$ cat src/rtl/mc_pkg.sv
// Shared encodings for the multicycle MIPS main control FSM and its neighbours (ALUControl).
// MC_ADDI_EN adds the ADDIEX/ADDIWB states; their encodings are reserved here either way.
package mc_pkg;

    typedef enum logic [3:0] {
        S_FETCH  = 4'd0,
        S_DECODE = 4'd1,
        S_MEMADR = 4'd2,
        S_MEMRD  = 4'd3,
        S_MEMWB  = 4'd4,
        S_MEMWR  = 4'd5,
        S_EXEC   = 4'd6,
        S_ALUWB  = 4'd7,
        S_BRANCH = 4'd8,
        S_JUMP   = 4'd9,
        S_ADDIEX = 4'd10,
        S_ADDIWB = 4'd11
    } state_e;

    localparam logic [5:0] OP_RTYPE = 6'h00;
    localparam logic [5:0] OP_J     = 6'h02;
    localparam logic [5:0] OP_BEQ   = 6'h04;
    localparam logic [5:0] OP_ADDI  = 6'h08;
    localparam logic [5:0] OP_LW    = 6'h23;
    localparam logic [5:0] OP_SW    = 6'h2B;

    localparam logic [1:0] ALUOP_ADD   = 2'b00;
    localparam logic [1:0] ALUOP_SUB   = 2'b01;
    localparam logic [1:0] ALUOP_FUNCT = 2'b10;

    localparam logic [1:0] SRCB_REG    = 2'b00;
    localparam logic [1:0] SRCB_FOUR   = 2'b01;
    localparam logic [1:0] SRCB_IMM    = 2'b10;
    localparam logic [1:0] SRCB_BRANCH = 2'b11;

    localparam logic [1:0] PCSRC_ALU    = 2'b00;
    localparam logic [1:0] PCSRC_ALUOUT = 2'b01;
    localparam logic [1:0] PCSRC_JUMP   = 2'b10;

    typedef struct packed {
        logic       pc_write;
        logic       pc_write_cond;
        logic       iord;
        logic       mem_read;
        logic       mem_write;
        logic       mem_to_reg;
        logic       ir_write;
        logic       reg_dst;
        logic       reg_write;
        logic       alu_src_a;
        logic [1:0] alu_src_b;
        logic [1:0] alu_op;
        logic [1:0] pc_source;
    } ctrl_t;

endpackage

$ cat src/rtl/mc_output_decode.sv
// State-to-control-word decoder for the multicycle control FSM (Moore, plus mem_ready gating in FETCH).
// MC_ADDI_EN enables decode of the ADDIEX/ADDIWB states; otherwise they decode as idle.
import mc_pkg::*;

module mc_output_decode (
    input  state_e     state_i,
    input  logic       mem_ready_i,
    input  logic       force_idle_i,
    output ctrl_t      ctrl_o
);

    always_comb begin
        ctrl_o = '0;
        case (state_i)
            S_FETCH: begin
                ctrl_o.mem_read  = 1'b1;
                ctrl_o.alu_src_b = SRCB_FOUR;
                ctrl_o.alu_op    = ALUOP_ADD;
                ctrl_o.ir_write  = mem_ready_i;
                ctrl_o.pc_write  = mem_ready_i;
            end
            S_DECODE: begin
                ctrl_o.alu_src_b = SRCB_BRANCH;
                ctrl_o.alu_op    = ALUOP_ADD;
            end
            S_MEMADR: begin
                ctrl_o.alu_src_a = 1'b1;
                ctrl_o.alu_src_b = SRCB_IMM;
                ctrl_o.alu_op    = ALUOP_ADD;
            end
            S_MEMRD: begin
                ctrl_o.mem_read = 1'b1;
                ctrl_o.iord     = 1'b1;
            end
            S_MEMWB: begin
                ctrl_o.reg_write  = 1'b1;
                ctrl_o.mem_to_reg = 1'b1;
            end
            S_MEMWR: begin
                ctrl_o.mem_write = 1'b1;
                ctrl_o.iord      = 1'b1;
            end
            S_EXEC: begin
                ctrl_o.alu_src_a = 1'b1;
                ctrl_o.alu_src_b = SRCB_REG;
                ctrl_o.alu_op    = ALUOP_FUNCT;
            end
            S_ALUWB: begin
                ctrl_o.reg_write = 1'b1;
                ctrl_o.reg_dst   = 1'b1;
            end
            S_BRANCH: begin
                ctrl_o.alu_src_a     = 1'b1;
                ctrl_o.alu_src_b     = SRCB_REG;
                ctrl_o.alu_op        = ALUOP_SUB;
                ctrl_o.pc_write_cond = 1'b1;
                ctrl_o.pc_source     = PCSRC_ALUOUT;
            end
            S_JUMP: begin
                ctrl_o.pc_write  = 1'b1;
                ctrl_o.pc_source = PCSRC_JUMP;
            end
`ifdef MC_ADDI_EN
            S_ADDIEX: begin
                ctrl_o.alu_src_a = 1'b1;
                ctrl_o.alu_src_b = SRCB_IMM;
                ctrl_o.alu_op    = ALUOP_ADD;
            end
            S_ADDIWB: begin
                ctrl_o.reg_write = 1'b1;
            end
`endif
            default: ctrl_o = '0;
        endcase

        // Reset holds the FETCH selects but must never issue a memory or register strobe.
        if (force_idle_i) begin
            ctrl_o           = '0;
            ctrl_o.alu_src_b = SRCB_FOUR;
        end
    end

endmodule

$ cat src/rtl/multicycle_control.sv
// Main control FSM for the multicycle MIPS datapath: sequencing, mem_ready stalls, retire counter.
// Define MC_ADDI_EN to add ADDI support (states ADDIEX/ADDIWB).
import mc_pkg::*;

module multicycle_control #(
    parameter int CNT_W = 32
) (
    input  logic             clk,
    input  logic             reset,
    input  logic [5:0]       Op,
    input  logic             mem_ready,
    output logic             PCWrite,
    output logic             PCWriteCond,
    output logic             IorD,
    output logic             MemRead,
    output logic             MemWrite,
    output logic             MemtoReg,
    output logic             IRWrite,
    output logic             RegDst,
    output logic             RegWrite,
    output logic             ALUSrcA,
    output logic [1:0]       ALUSrcB,
    output logic [1:0]       ALUOp,
    output logic [1:0]       PCSource,
    output logic [3:0]       state,
    output logic [CNT_W-1:0] instr_count
);

    state_e           state_q, state_d;
    logic [CNT_W-1:0] count_q, count_d;
    logic             retire;
    ctrl_t            ctrl;

    always_ff @(posedge clk or posedge reset) begin
        if (reset) begin
            state_q <= S_FETCH;
            count_q <= '0;
        end else begin
            state_q <= state_d;
            count_q <= count_d;
        end
    end

    always_comb begin
        state_d = state_q;
        retire  = 1'b0;
        case (state_q)
            S_FETCH:  if (mem_ready) state_d = S_DECODE;
            S_DECODE: begin
                case (Op)
                    OP_LW, OP_SW: state_d = S_MEMADR;
                    OP_RTYPE:     state_d = S_EXEC;
                    OP_BEQ:       state_d = S_BRANCH;
                    OP_J:         state_d = S_JUMP;
`ifdef MC_ADDI_EN
                    OP_ADDI:      state_d = S_ADDIEX;
`endif
                    default:      state_d = S_FETCH;
                endcase
            end
            S_MEMADR: state_d = (Op == OP_LW) ? S_MEMRD : S_MEMWR;
            S_MEMRD:  if (mem_ready) state_d = S_MEMWB;
            S_MEMWB: begin
                state_d = S_FETCH;
                retire  = 1'b1;
            end
            S_MEMWR: begin
                if (mem_ready) begin
                    state_d = S_FETCH;
                    retire  = 1'b1;
                end
            end
            S_EXEC:   state_d = S_ALUWB;
            S_ALUWB, S_BRANCH, S_JUMP: begin
                state_d = S_FETCH;
                retire  = 1'b1;
            end
`ifdef MC_ADDI_EN
            S_ADDIEX: state_d = S_ADDIWB;
            S_ADDIWB: begin
                state_d = S_FETCH;
                retire  = 1'b1;
            end
`endif
            default:  state_d = S_FETCH;
        endcase
        count_d = retire ? count_q + CNT_W'(1) : count_q;
    end

    mc_output_decode u_decode (
        .state_i      (state_q),
        .mem_ready_i  (mem_ready),
        .force_idle_i (reset),
        .ctrl_o       (ctrl)
    );

    assign PCWrite     = ctrl.pc_write;
    assign PCWriteCond = ctrl.pc_write_cond;
    assign IorD        = ctrl.iord;
    assign MemRead     = ctrl.mem_read;
    assign MemWrite    = ctrl.mem_write;
    assign MemtoReg    = ctrl.mem_to_reg;
    assign IRWrite     = ctrl.ir_write;
    assign RegDst      = ctrl.reg_dst;
    assign RegWrite    = ctrl.reg_write;
    assign ALUSrcA     = ctrl.alu_src_a;
    assign ALUSrcB     = ctrl.alu_src_b;
    assign ALUOp       = ctrl.alu_op;
    assign PCSource    = ctrl.pc_source;
    assign state       = state_q;
    assign instr_count = count_q;

endmodule

$ cat config.mk
export PLATFORM = sky130hd
export DESIGN_NAME = multicycle_control
export DESIGN_NICKNAME = d
export VERILOG_FILES = /design/src/rtl/mc_pkg.sv /design/src/rtl/mc_output_decode.sv /design/src/rtl/multicycle_control.sv
export SDC_FILE = /design/constraint.sdc
export NUM_CORES = 1
export LEC_CHECK = 0
export BUFFER_PORTS_ARGS = -buffer_cell sky130_fd_sc_hd__clkbuf_2
export CELL_PAD_IN_SITES_DETAIL_PLACEMENT = 1
export CELL_PAD_IN_SITES_GLOBAL_PLACEMENT = 1
export CORE_MARGIN = 10
export CORE_UTILIZATION = 41
export CTS_CLUSTER_DIAMETER = 80
export DETAILED_ROUTE_END_ITERATION = 8
export PLACE_DENSITY = 0.87
export SLEW_MARGIN = 20
export SYNTH_ARGS = -nofsm -noshare
export SYNTH_HDL_FRONTEND = slang
export SYNTH_SLANG_ARGS = --single-unit
$ cat constraint.sdc
create_clock -name clk -period 6.35 [get_ports clk]
set_input_delay 0.3175 -clock clk [delete_from_list [all_inputs] [get_ports clk]]
set_output_delay 0.3175 -clock clk [all_outputs]
set_load 0.02 [all_outputs]
==> results of run 1 <==
## power by group through the flow
stage | combinational [mW] | sequential [mW] | clock [mW]
global route | 0.0915 | 0.273 | 0.177
floorplan | 0.0549 | 0.273 | 0
detailed placement | 0.0867 | 0.274 | 0
CTS | 0.0862 | 0.270 | 0.169
finish | 0.0845 | 0.270 | 0.165
global placement | 0.0845 | 0.273 | 0
## Yosys cell counts (all sizes together), types with 3 or more instances
library cell  count
dfrtp            36
nand2            20
xor2             19
nor3             18
nor2             16
xnor2            15
inv              10
nand3             8
nand4             8
buf               7
and3              6
nor4              6
or2               4
a21oi             3
and4              3
## area by class of cell
cell class,count,area [sq um],area share
well taps,54,67.6,0.0285
multi-input cells,145,973,0.410
clock inverters,3,18.8,0.00790
flip-flops and latches,36,901,0.379
clock buffers,5,68.8,0.0290
inverters,10,37.5,0.0158
repair buffers,61,308,0.130
## flip-flops by register name (all words and copies together) (netlist names)
signal / flops
state: 4
instr_count: 32
## stage by stage
step | instance area (sq um) | std cells
4_1_cts | 2370 | 314
3_3_place_gp | 2290 | 306
5_1_grt | 2370 | 314
2_1_floorplan | 1970 | 200
6_report | 2370 | 314
3_5_place_dp | 2290 | 306
## routing by layer
metal  vias to the layer above  share of wire  track usage
li1                        805              -            -
met2                        38           0.49        0.238
met3                         5          0.063       0.0401
met5                         -              0            0
met4                         0          0.015       0.0607
met1                       808           0.43        0.164
## worst max-delay path, cell delays in order (launching register included)
cell and delay, ns:
dfrtp_1 0.58, nor3b_1 0.28, o41ai_4 0.73, and4_1 0.47, nand4_1 0.18, xnor2_1 0.17
## cells in the final DEF (no fill, tap or decap), types with 2 or more instances in the layout
cell type  netlist  layout
clkbuf_2         0      60
or3_1            2       2
clkinv_2         0       2
nand3_1          7       7
xnor2_1         15      15
nand4_4          2       2
or2_2            4       4
nand2_1         20      20
nor3b_1          2       2
dfrtp_1         36      36
xor2_1          19      19
nor4_1           6       6
a21oi_1          3       3
nand4_1          6       6
clkbuf_8         0       5
nor2_1          16      16
and3_1           6       6
nor3_1          18      18
and4_1           3       3
inv_1            9       9
## how the worst min path moves through the flow
stage	to	slack, ns	cells past startpoint
2_1_floorplan	state[3]$_DFFE_PP0P_	0.46	2
3_3_place_gp	instr_count[31]$_DFFE_PP0P_	0.46	1
3_5_place_dp	instr_count[31]$_DFFE_PP0P_	0.46	1
4_1_cts	state[3]$_DFFE_PP0P_	0.21	3
5_1_grt	state[3]$_DFFE_PP0P_	0.25	3
6_report	state[3]$_DFFE_PP0P_	0.18	3
## cells by family after synthesis
group                    share of synthesized area
multiplexers                               0.00572
AND/OR/NAND/NOR                              0.288
buffers and inverters                       0.0471
adder cells (fa/ha/maj)                    0.00636
XOR/XNOR                                     0.151
AO/OA/AOI/OAI                               0.0433
flip-flops                                   0.458
==> qor.csv, run 1 <==
stage,metric,value,unit
global_route,antenna_found_initial,0,
clock_network,insertion_delay,0.30,ns
final_layout,areaGrowthSynthToFinish,20.7,%
clock_network,cts-root-buf,clkbuf_8,
timing,rsz0062_at_grt,no,
synth,synth_nets,210,
worst_hold_path,hp-class,input pin to asynchronous set/reset pin,
critical_path,crit_fanout,18,
synth,yosysTopAreaCellShare,0.458,
final_layout,antenna_cells,0,
die,initial_core_util,0.419,
global_route,grt_overflow,0,
synth,ys_ff_latch,36,
power_and_ir_drop,internal_power,0.349,mW
power_and_ir_drop,pwr-share-comb,0.163,
synth,synthCells,200,
timing,skew,0.00689,ns
final_layout,fillers,567,
critical_path,ff2ff_setup_slack,3.82,ns
die,die_h,89.3,um
timing,period_needed,2.53,ns
power_and_ir_drop,switching_share,0.328,
clock_network,path_clk_slew,0.08,ns
drt,avgViaCountPerCell,5.27,
synth,yosys_warnings,0,
timing,fin_ws,3.82,ns
critical_path,required,6.53,ns
power_and_ir_drop,p_sw,0.170,mW
synth,syn_area,1970,sq um
final_layout,nNetsFinal,269,
place,place_congestion,0.765,
job,drv_cap,0,
die,die_w,89.3,um
drt,wl_per_cell,17.5,um
critical_path,worstReg2RegEnd,instr_count[18]$_DFFE_PP0P_,
drt,drtIter0Drc,89,
power_and_ir_drop,power.share.sequential,0.520,
die,fp.dieArea,7970,sq um
timing,period_share,0.399,
drt,antenna_left,0,
synth,yosysSeqAreaShare,0.458,
final_layout,post-route-util,0.506,
run_status,outcome,completed,
drt,drc_errors,0,
die,fp-row-count,25,
clock_network,cts.sinks,36,
synth,synth.area.top_cells,"dfrtp_1 46%, xor2_1 8.5%, xnor2_1 6.7%",
power_and_ir_drop,cellPowerDensity,219,nW/um^2
die,ioPinCount,61,
place,pre_cts_slack,3.83,ns
final_layout,drive_gt1_frac,0.308,
synth,synth_edf_count,0,
timing,clock.fmax,0.395,GHz
critical_path,reg2reg_depth,5,
drt,vias,1656,
synth,synthArstFlopShare,1.00,
critical_path,arrival,2.71,ns
critical_path,crit_path_start,state[0]$_DFFE_PP0P_,
synth,synth_cell_types,39,
drt,wirelength,5500,um
global_route,grt_pass1_wl,8830,um
critical_path,start_kind,register,
critical_path,crit_end,instr_count[18]$_DFFE_PP0P_,
timing,tns,0,ns
place,port_buffers,60,
synth,syn-mean-instance-area,9.83,sq um
timing,hold_viol_final,0,
die,coreArea,4690,sq um
synth,synth_top_area_cell,dfrtp_1,
clock_network,tritoncts,done,
timing,tightest_slew,0.766,ns
timing,whs,0.184,ns
power_and_ir_drop,finalPower,0.519,mW
synth,synth_top_flop_cell,dfrtp_1,
clock_network,cts-htree-levels,2,
power_and_ir_drop,clkPwrFrac,0.318,
drt,dr.pass1.iters,4,
critical_path,critical_path_class,register to register,
power_and_ir_drop,cellLeakagePower,1.23,nW
critical_path,rr_startpoint,state[0]$_DFFE_PP0P_,
timing,maxSlewViolCount,0,
place,hpwl,4160,um
power_and_ir_drop,ir_worst_vdd,0.122,mV
clock_network,cts_resized,0,
global_route,grt_pass1_vias,1692,
timing,relSlewSlack,0.487,
timing,setup_viol,0,
critical_path,end_kind,register,
global_route,track_usage,0.142,
clock_network,cts_post_setup_buffers_inserted,0,
clock_network,cts_buffers,5,
global_route,grt_max_degree,39,
clock_network,clockBufferDepth,2,
clock_network,hold_buffers,0,
No activity file was read; power rests on OpenSTA's default activity.
==> run 2, diff against run 1 <==
--- a/config.mk
+++ b/config.mk
@@ -9,10 +9,10 @@
 export CELL_PAD_IN_SITES_DETAIL_PLACEMENT = 1
 export CELL_PAD_IN_SITES_GLOBAL_PLACEMENT = 1
 export CORE_MARGIN = 10
-export CORE_UTILIZATION = 41
+export CORE_UTILIZATION = 34
 export CTS_CLUSTER_DIAMETER = 80
 export DETAILED_ROUTE_END_ITERATION = 8
-export PLACE_DENSITY = 0.87
+export PLACE_DENSITY = 0.78
 export SLEW_MARGIN = 20
 export SYNTH_ARGS = -nofsm -noshare
 export SYNTH_HDL_FRONTEND = slang
==> constraint.sdc (replaced) <==
create_clock -name clk -period 2.09 [get_ports clk]
set_input_delay 0.1045 -clock clk [delete_from_list [all_inputs] [get_ports clk]]
set_output_delay 0.1045 -clock clk [all_outputs]
set_load 0.02 [all_outputs]
==> run 2 against run 1 <==
  * Clock skew is 0.0017 ns higher
  * Design area is 6.9% higher
  * Via count is 3.1% higher
  * Count of clock-buffer cells in the layout is 1 higher
  * First-iteration DRC count is 21% lower
  * Final cell count is 9.6% higher
  * Largest cell class unchanged
==> qor.csv, run 2 (synthesis results as in run 1) <==
stage,metric,value,unit,change
global_route,grtUsageMet1,0.158,,-0.00637
clock_network,cts.sinks,36,,unchanged
final_layout,antenna_cells,0,,unchanged
timing,hold_viol_final,0,,unchanged
critical_path,reg2reg_depth,6,,+1
global_route,grt_util_met3,0.0374,,-0.00276
die,die_w,96.1,um,+7.6%
global_route,grt_pass1_vias,1774,,+4.8%
final_layout,largest_reg_flops,32,,unchanged
final_layout,drive_gt1_frac,0.353,,+0.0452
drt,wirelength,5330,um,-3.1%
worst_hold_path,hp-class,input pin to asynchronous set/reset pin,,
drt,drtIter0Drc,70,,-21%
power_and_ir_drop,cellLeakagePower,1.32,nW,+7.1%
global_route,grt_max_degree,37,,-5.1%
die,initial_core_util,0.353,,-0.0663
place,place_congestion,0.756,,-1.1%
timing,skew,0.00864,ns,+0.00175 ns
drt,antenna_left,0,,unchanged
final_layout,regArea,903,sq um,+0.28%
die,coreArea,5570,sq um,+19%
timing,setup_viol,0,,unchanged
die,die_h,96.1,um,+7.6%
critical_path,ff2ff_setup_slack,0.18,ns,-3.64 ns
critical_path,crit_fanout,6,,-12
drt,wl_per_cell,15.5,um,-12%
global_route,track_usage,0.123,,-0.0186
clock_network,tritoncts,done,,
clock_network,cts-htree-levels,2,,unchanged
timing,clock.fmax,0.524,GHz,
power_and_ir_drop,switching_share,0.295,,-0.0327
job,drv_cap,0,,unchanged
critical_path,critical_path_class,register to primary output,,
power_and_ir_drop,internal_power,1.19,mW,+240%
critical_path,critPathSlowestCell,dfrtp_1,,
global_route,gr-usage-met2,0.194,,-0.0437
place,port_buffers,60,,unchanged
final_layout,final_common_cell,clkbuf_2,,
timing,rsz0062_at_grt,no,,
global_route,grt.busiest_layer,met2,,
critical_path,required,1.99,ns,-4.54 ns
drt,drc_errors,0,,unchanged
final_layout,fillers,684,,+21%
final_layout,nNetsFinal,281,,+4.5%
power_and_ir_drop,clkPwrFrac,0.359,,+0.041
clock_network,hold_buffers,0,,unchanged
power_and_ir_drop,pwr-share-comb,0.164,,about the same
place,pre_cts_slack,-0.109,ns,-3.94 ns
drt,avgViaCountPerCell,4.97,,-5.9%
clock_network,cts-root-buf,clkbuf_8,,
critical_path,cpPeakStageDelay,0.44,ns,-0.29 ns
power_and_ir_drop,ir_worst_vdd,0.356,mV,+190%
power_and_ir_drop,p_sw,0.499,mW,+190%
clock_network,insertion_delay,0.29,ns,about the same
timing,tightest_slew,0.471,ns,-0.295 ns
final_layout,multi_input_area,1000,sq um,+3.0%
final_layout,areaGrowthSynthToFinish,29.1,%,
clock_network,cts_buffers,5,,unchanged
drt,vias,1708,,+3.1%
power_and_ir_drop,finalPower,1.69,mW,+230%
timing,fin_ws,0.180,ns,-3.64 ns
timing,period_share,0.914,,
critical_path,worstReg2RegEnd,instr_count[29]$_DFFE_PP0P_,,
clock_network,clockBufferDepth,2,,unchanged
timing,maxSlewViolCount,0,,unchanged
timing,relSlewSlack,0.686,,+0.199
die,fp.dieArea,9230,sq um,+16%
drt,dr.pass1.iters,4,,unchanged
timing,tns,0,ns,unchanged
die,ioPinCount,61,,unchanged
die,fp-row-count,27,,+8.0%
critical_path,arrival,1.81,ns,-0.90 ns
timing,period_needed,1.91,ns,
critical_path,crit_top_cell,or2_2,,
power_and_ir_drop,power.share.sequential,0.478,,-0.042
run_status,outcome,completed,,
clock_network,path_clk_slew,0.08,ns,about the same
global_route,antenna_found_initial,0,,unchanged
critical_path,start_kind,register,,
place,hpwl,4190,um,+0.68%
global_route,grt_overflow,0,,unchanged
critical_path,crit_chain,buf_4 -> nand2b_1 -> or2_2 -> nor2_1 -> or2_2 -> clkbuf_2,,
critical_path,end_kind,primary output,,
final_layout,post-route-util,0.455,,-0.0507
final_layout,most-common-layout-cells,"60 x clkbuf_2, 34 x dfrtp_1, 20 x nand2_1",,
critical_path,rr_startpoint,instr_count[17]$_DFFE_PP0P_,,
global_route,grt_pass1_wl,9060,um,+2.7%
power_and_ir_drop,cellPowerDensity,665,nW/um^2,+200%
-- run 2: power groups by stage --
stage	combinational (mW)	clock, mW	sequential, mW
after floorplan	0.168	0	0.831
after global placement	0.275	0	0.820
after detailed placement	0.280	0	0.822
after CTS	0.284	0.623	0.809
after global routing	0.312	0.650	0.818
final	0.277	0.606	0.807
-- run 2: how the worst max path moves through the flow --
stage / start / to / slack (ns) / depth (start not counted)
CTS: state[3]$_DFFE_PP0P_ / instr_count[28]$_DFFE_PP0P_ / 0.01 / 6
finish: state[3]$_DFFE_PP0P_ / RegWrite / 0.18 / 6
global placement: state[1]$_DFFE_PP0P_ / instr_count[24]$_DFFE_PP0P_ / -0.02 / 5
detailed placement: state[1]$_DFFE_PP0P_ / instr_count[18]$_DFFE_PP0P_ / -0.11 / 5
floorplan: state[2]$_DFFE_PP0P_ / instr_count[18]$_DFFE_PP0P_ / 0.007 / 7
global route: instr_count[17]$_DFFE_PP0P_ / instr_count[29]$_DFFE_PP0P_ / 0.02 / 6
-- run 2: what timing repair did --
action                                  4_1_cts  5_1_grt
endpoints found under the setup margin       13       12
pin swaps                                     1        1
gates cloned                                  0        0
resized for setup                             0        4
buffers inserted                              3        0
endpoints found under the hold margin         0        0
-- run 2: layer usage --
layer | vias up | part of all wire | routed length [um]
met2 | 33 | 0.49 | 2590
met4 | 0 | 0.0096 | 51
met5 | - | 0 | 0
li1 | 830 | - | -
met1 | 839 | 0.45 | 2370
met3 | 6 | 0.058 | 311
-- run 2: final cells by class --
cell class                 count  area share
tap                           72      0.0355
timing repair buffer          73       0.157
clock inverter                 2      0.0138
clock buffer                   6      0.0286
multi-input combinational    145       0.395
sequential                    36       0.356
inverter                      10      0.0148
-- run 2: metrics by stage --
step	cells	area [sq um]	hold WS, ns
floorplan	200	1980	0.250
global placement	333	2380	0.371
detailed placement	333	2380	0.387
CTS	344	2510	0.0711
global route	344	2540	0.122
finish	344	2540	0.0562
-- run 2: worst max-delay path, delay by kind of cell (launching register included) --
family	cells	cell delay, ns
simple gates	4	0.74
buf+inv	2	0.34
flops	1	0.44
==> run 3, diff against run 2 <==
--- a/config.mk
+++ b/config.mk
@@ -9,10 +9,11 @@
 export CELL_PAD_IN_SITES_DETAIL_PLACEMENT = 1
 export CELL_PAD_IN_SITES_GLOBAL_PLACEMENT = 1
 export CORE_MARGIN = 10
-export CORE_UTILIZATION = 34
+export CORE_UTILIZATION = 36
+export CTS_BUF_LIST = sky130_fd_sc_hd__clkbuf_4
 export CTS_CLUSTER_DIAMETER = 80
 export DETAILED_ROUTE_END_ITERATION = 8
-export PLACE_DENSITY = 0.78
+export PLACE_DENSITY = 0.82
 export SLEW_MARGIN = 20
 export SYNTH_ARGS = -nofsm -noshare
 export SYNTH_HDL_FRONTEND = slang
==> run 3 against run 2 <==
  * Maximum frequency down 3.7%
  * Via count down 0.29%
  * Sequential share of layout area up 0.11 points
  * Global-route usage up 0.53 points
  * Routed wire length up 6.1%
  * Largest cell class unchanged
  * Clock skew down 0.0019 ns
  * Register-to-register slack about the same
==> qor.csv, run 3 (synthesis results as in run 1) <==
stage,metric,value,unit,change
run_status,outcome,completed,,
clock_network,clockBufferDepth,2,,unchanged
drt,dr.pass1.iters,4,,unchanged
timing,skew,0.00674,ns,-0.00190 ns
final_layout,drive_gt1_frac,0.380,,+0.0271
final_layout,largest_reg_flops,32,,unchanged
power_and_ir_drop,ir_worst_vdd,0.501,mV,+41%
global_route,track_usage,0.128,,+0.00531
final_layout,design_area,2530,sq um,-0.30%
power_and_ir_drop,power.share.sequential,0.554,,+0.076
clock_network,hold_buffers,0,,unchanged
power_and_ir_drop,internal_power,0.975,mW,-18%
drt,drc_errors,0,,unchanged
final_layout,final_common_cell,clkbuf_2,,
drt,antenna_left,0,,unchanged
critical_path,end_kind,primary output,,
drt,wirelength,5650,um,+6.1%
die,coreArea,5200,sq um,-6.6%
place,placed_cell_area,2380,sq um,-0.11%
power_and_ir_drop,clkPwrFrac,0.250,,-0.109
die,die_h,93.9,um,-2.2%
final_layout,post-route-util,0.486,,+0.0309
die,fp.dieArea,8820,sq um,-4.4%
timing,hold_viol_final,0,,unchanged
critical_path,start_kind,register,,
clock_network,cts-htree-levels,2,,unchanged
job,drv_cap,0,,unchanged
place,port_buffers,60,,unchanged
drt,vias,1703,,-0.29%
final_layout,antenna_cells,0,,unchanged
timing,maxSlewViolCount,0,,unchanged
final_layout,areaGrowthSynthToFinish,28.7,%,
die,ioPinCount,61,,unchanged
drt,wirelength_met1,2400,um,+0.97%
die,initial_core_util,0.378,,+0.0250
clock_network,cts-root-buf,clkbuf_4,,
final_layout,most-common-layout-cells,"60 x clkbuf_2, 34 x dfrtp_1, 20 x nand2_1",,
drt,top_layer,met4,,
timing,period_needed,1.98,ns,+0.0726 ns
global_route,grt_max_degree,37,,unchanged
place,place_congestion,0.792,,+4.7%
power_and_ir_drop,pwr-share-comb,0.197,,+0.033
timing,relSlewSlack,0.689,,+0.00273
critical_path,critPathSlowestCell,dfrtp_1,,
power_and_ir_drop,cellPowerDensity,578,nW/um^2,-13%
final_layout,nNetsFinal,281,,unchanged
critical_path,crit_family,simple AND/OR/NAND/NOR gates,,
timing,period_share,0.949,,+0.0347
clock_network,cts_buffers,5,,unchanged
worst_hold_path,hp-class,input pin to asynchronous set/reset pin,,
critical_path,arrival,1.88,ns,+0.07 ns
clock_network,tritoncts,done,,
clock_network,path_clk_slew,0.11,ns,+0.03 ns
clock_network,cts.sinks,36,,unchanged
timing,tns,0,ns,unchanged
drt,wl_per_cell,16.6,um,+7.0%
die,fp-row-count,26,,-3.7%
global_route,antenna_found_initial,0,,unchanged
critical_path,crit_buf_inv,2,,unchanged
clock_network,insertion_delay,0.34,ns,+0.05 ns
global_route,grt_pass1_wl,9270,um,+2.3%
drt,avgViaCountPerCell,4.99,,+0.58%
final_layout,fillers,632,,-7.6%
drt,wl_met3,249,um,-20%
critical_path,cpPeakStageDelay,0.43,ns,about the same
place,hpwl,4360,um,+4.1%
global_route,grt_overflow,0,,unchanged
timing,setup_viol,0,,unchanged
power_and_ir_drop,cellLeakagePower,1.33,nW,+0.99%
drt,drtIter0Drc,95,,+36%
die,die_w,93.9,um,-2.2%
power_and_ir_drop,p_sw,0.487,mW,-2.4%
critical_path,required,1.99,ns,about the same
global_route,grt_pass1_vias,1818,,+2.5%
timing,clock.fmax,0.504,GHz,-3.7%
timing,tightest_slew,0.467,ns,-0.00409 ns
power_and_ir_drop,switching_share,0.333,,+0.0375
critical_path,critical_path_class,register to primary output,,
critical_path,crit_chain,buf_4 -> nand2b_2 -> or2_2 -> nor2_1 -> or2_2 -> clkbuf_2,,
power_and_ir_drop,finalPower,1.46,mW,-13%
critical_path,crit_fanout,8,,+2
critical_path,crit_top_cell,or2_2,,
drt,wl_met2,2910,um,+12%
run 3: cell types whose count changed in the layout (fill, tap and decap cells not counted), moves of 2 or more:
| cell | before | now |
|---|---|---|
| nor3_2 | 1 | 3 |
| nor3_1 | 17 | 15 |
| clkbuf_8 | 5 | 0 |
| nor4_1 | 4 | 2 |
| clkbuf_4 | 0 | 6 |
| nor4_4 | 1 | 3 |
run 3: power by group through the flow:
stage	registers, mW	logic (mW)	clock network, mW
final	0.809	0.287	0.365
after global routing	0.820	0.317	0.403
after CTS	0.810	0.293	0.381
after detailed placement	0.823	0.289	0
after global placement	0.819	0.275	0
after floorplan	0.831	0.168	0
run 3: worst register-to-register path: stages, from the launching register on:
cell and delay, ns:
dfrtp_1 0.42, nor2b_1 0.17, o41ai_4 0.36, buf_6 0.20, nand4_4 0.17, nor4_4 0.33
xor2_1 0.17
run 3: layout make-up:
type,count,area (sq um),area share
Multi-Input combinational cell,145,1050,0.415
Clock buffer,6,45.0,0.0178
Timing Repair Buffer,73,402,0.159
Inverter,10,37.5,0.0148
Sequential cell,36,903,0.357
Clock inverter,1,5.00,0.00198
Tap cell,70,87.6,0.0346
run 3: per-stage QoR:
stage | worst slack, ns | cells | hold slack, ns
6_report | 0.108 | 341 | 0.0231
5_1_grt | -0.0129 | 341 | 0.0783
4_1_cts | 0.0123 | 341 | 0.0133
3_5_place_dp | -0.0990 | 331 | 0.388
3_3_place_gp | -0.00334 | 331 | 0.385
2_1_floorplan | 0.00657 | 200 | 0.250
run 3: layer usage:
layer,global-route usage,up-vias
li1,-,832
met1,0.148,831
met2,0.225,33
met3,0.0296,7
met4,0.0468,0
met5,0,-
run 3: path summary, 6_finish.rpt:
path	startpoint	endpoint	depth (start not counted)	slack, ns
max	state[3]$_DFFE_PP0P_	RegWrite	6	0.11
min	reset	state[2]$_DFFE_PP0P_	3	0.02
max reg2reg	state[1]$_DFFE_PP0P_	instr_count[28]$_DFFE_PP0P_	6	0.19
min reg2reg	instr_count[31]$_DFFE_PP0P_	instr_count[31]$_DFFE_PP0P_	1	0.49
max in group asynchronous	reset	state[0]$_DFFE_PP0P_	3	1.73
min in group clk	Op[2]	state[3]$_DFFE_PP0P_	3	0.07
run 3: repair_timing:
action                     CTS  global route
gates resized for setup      2            12
buffers inserted             3             0
setup endpoints to repair   15            13
pin swaps                    1             0
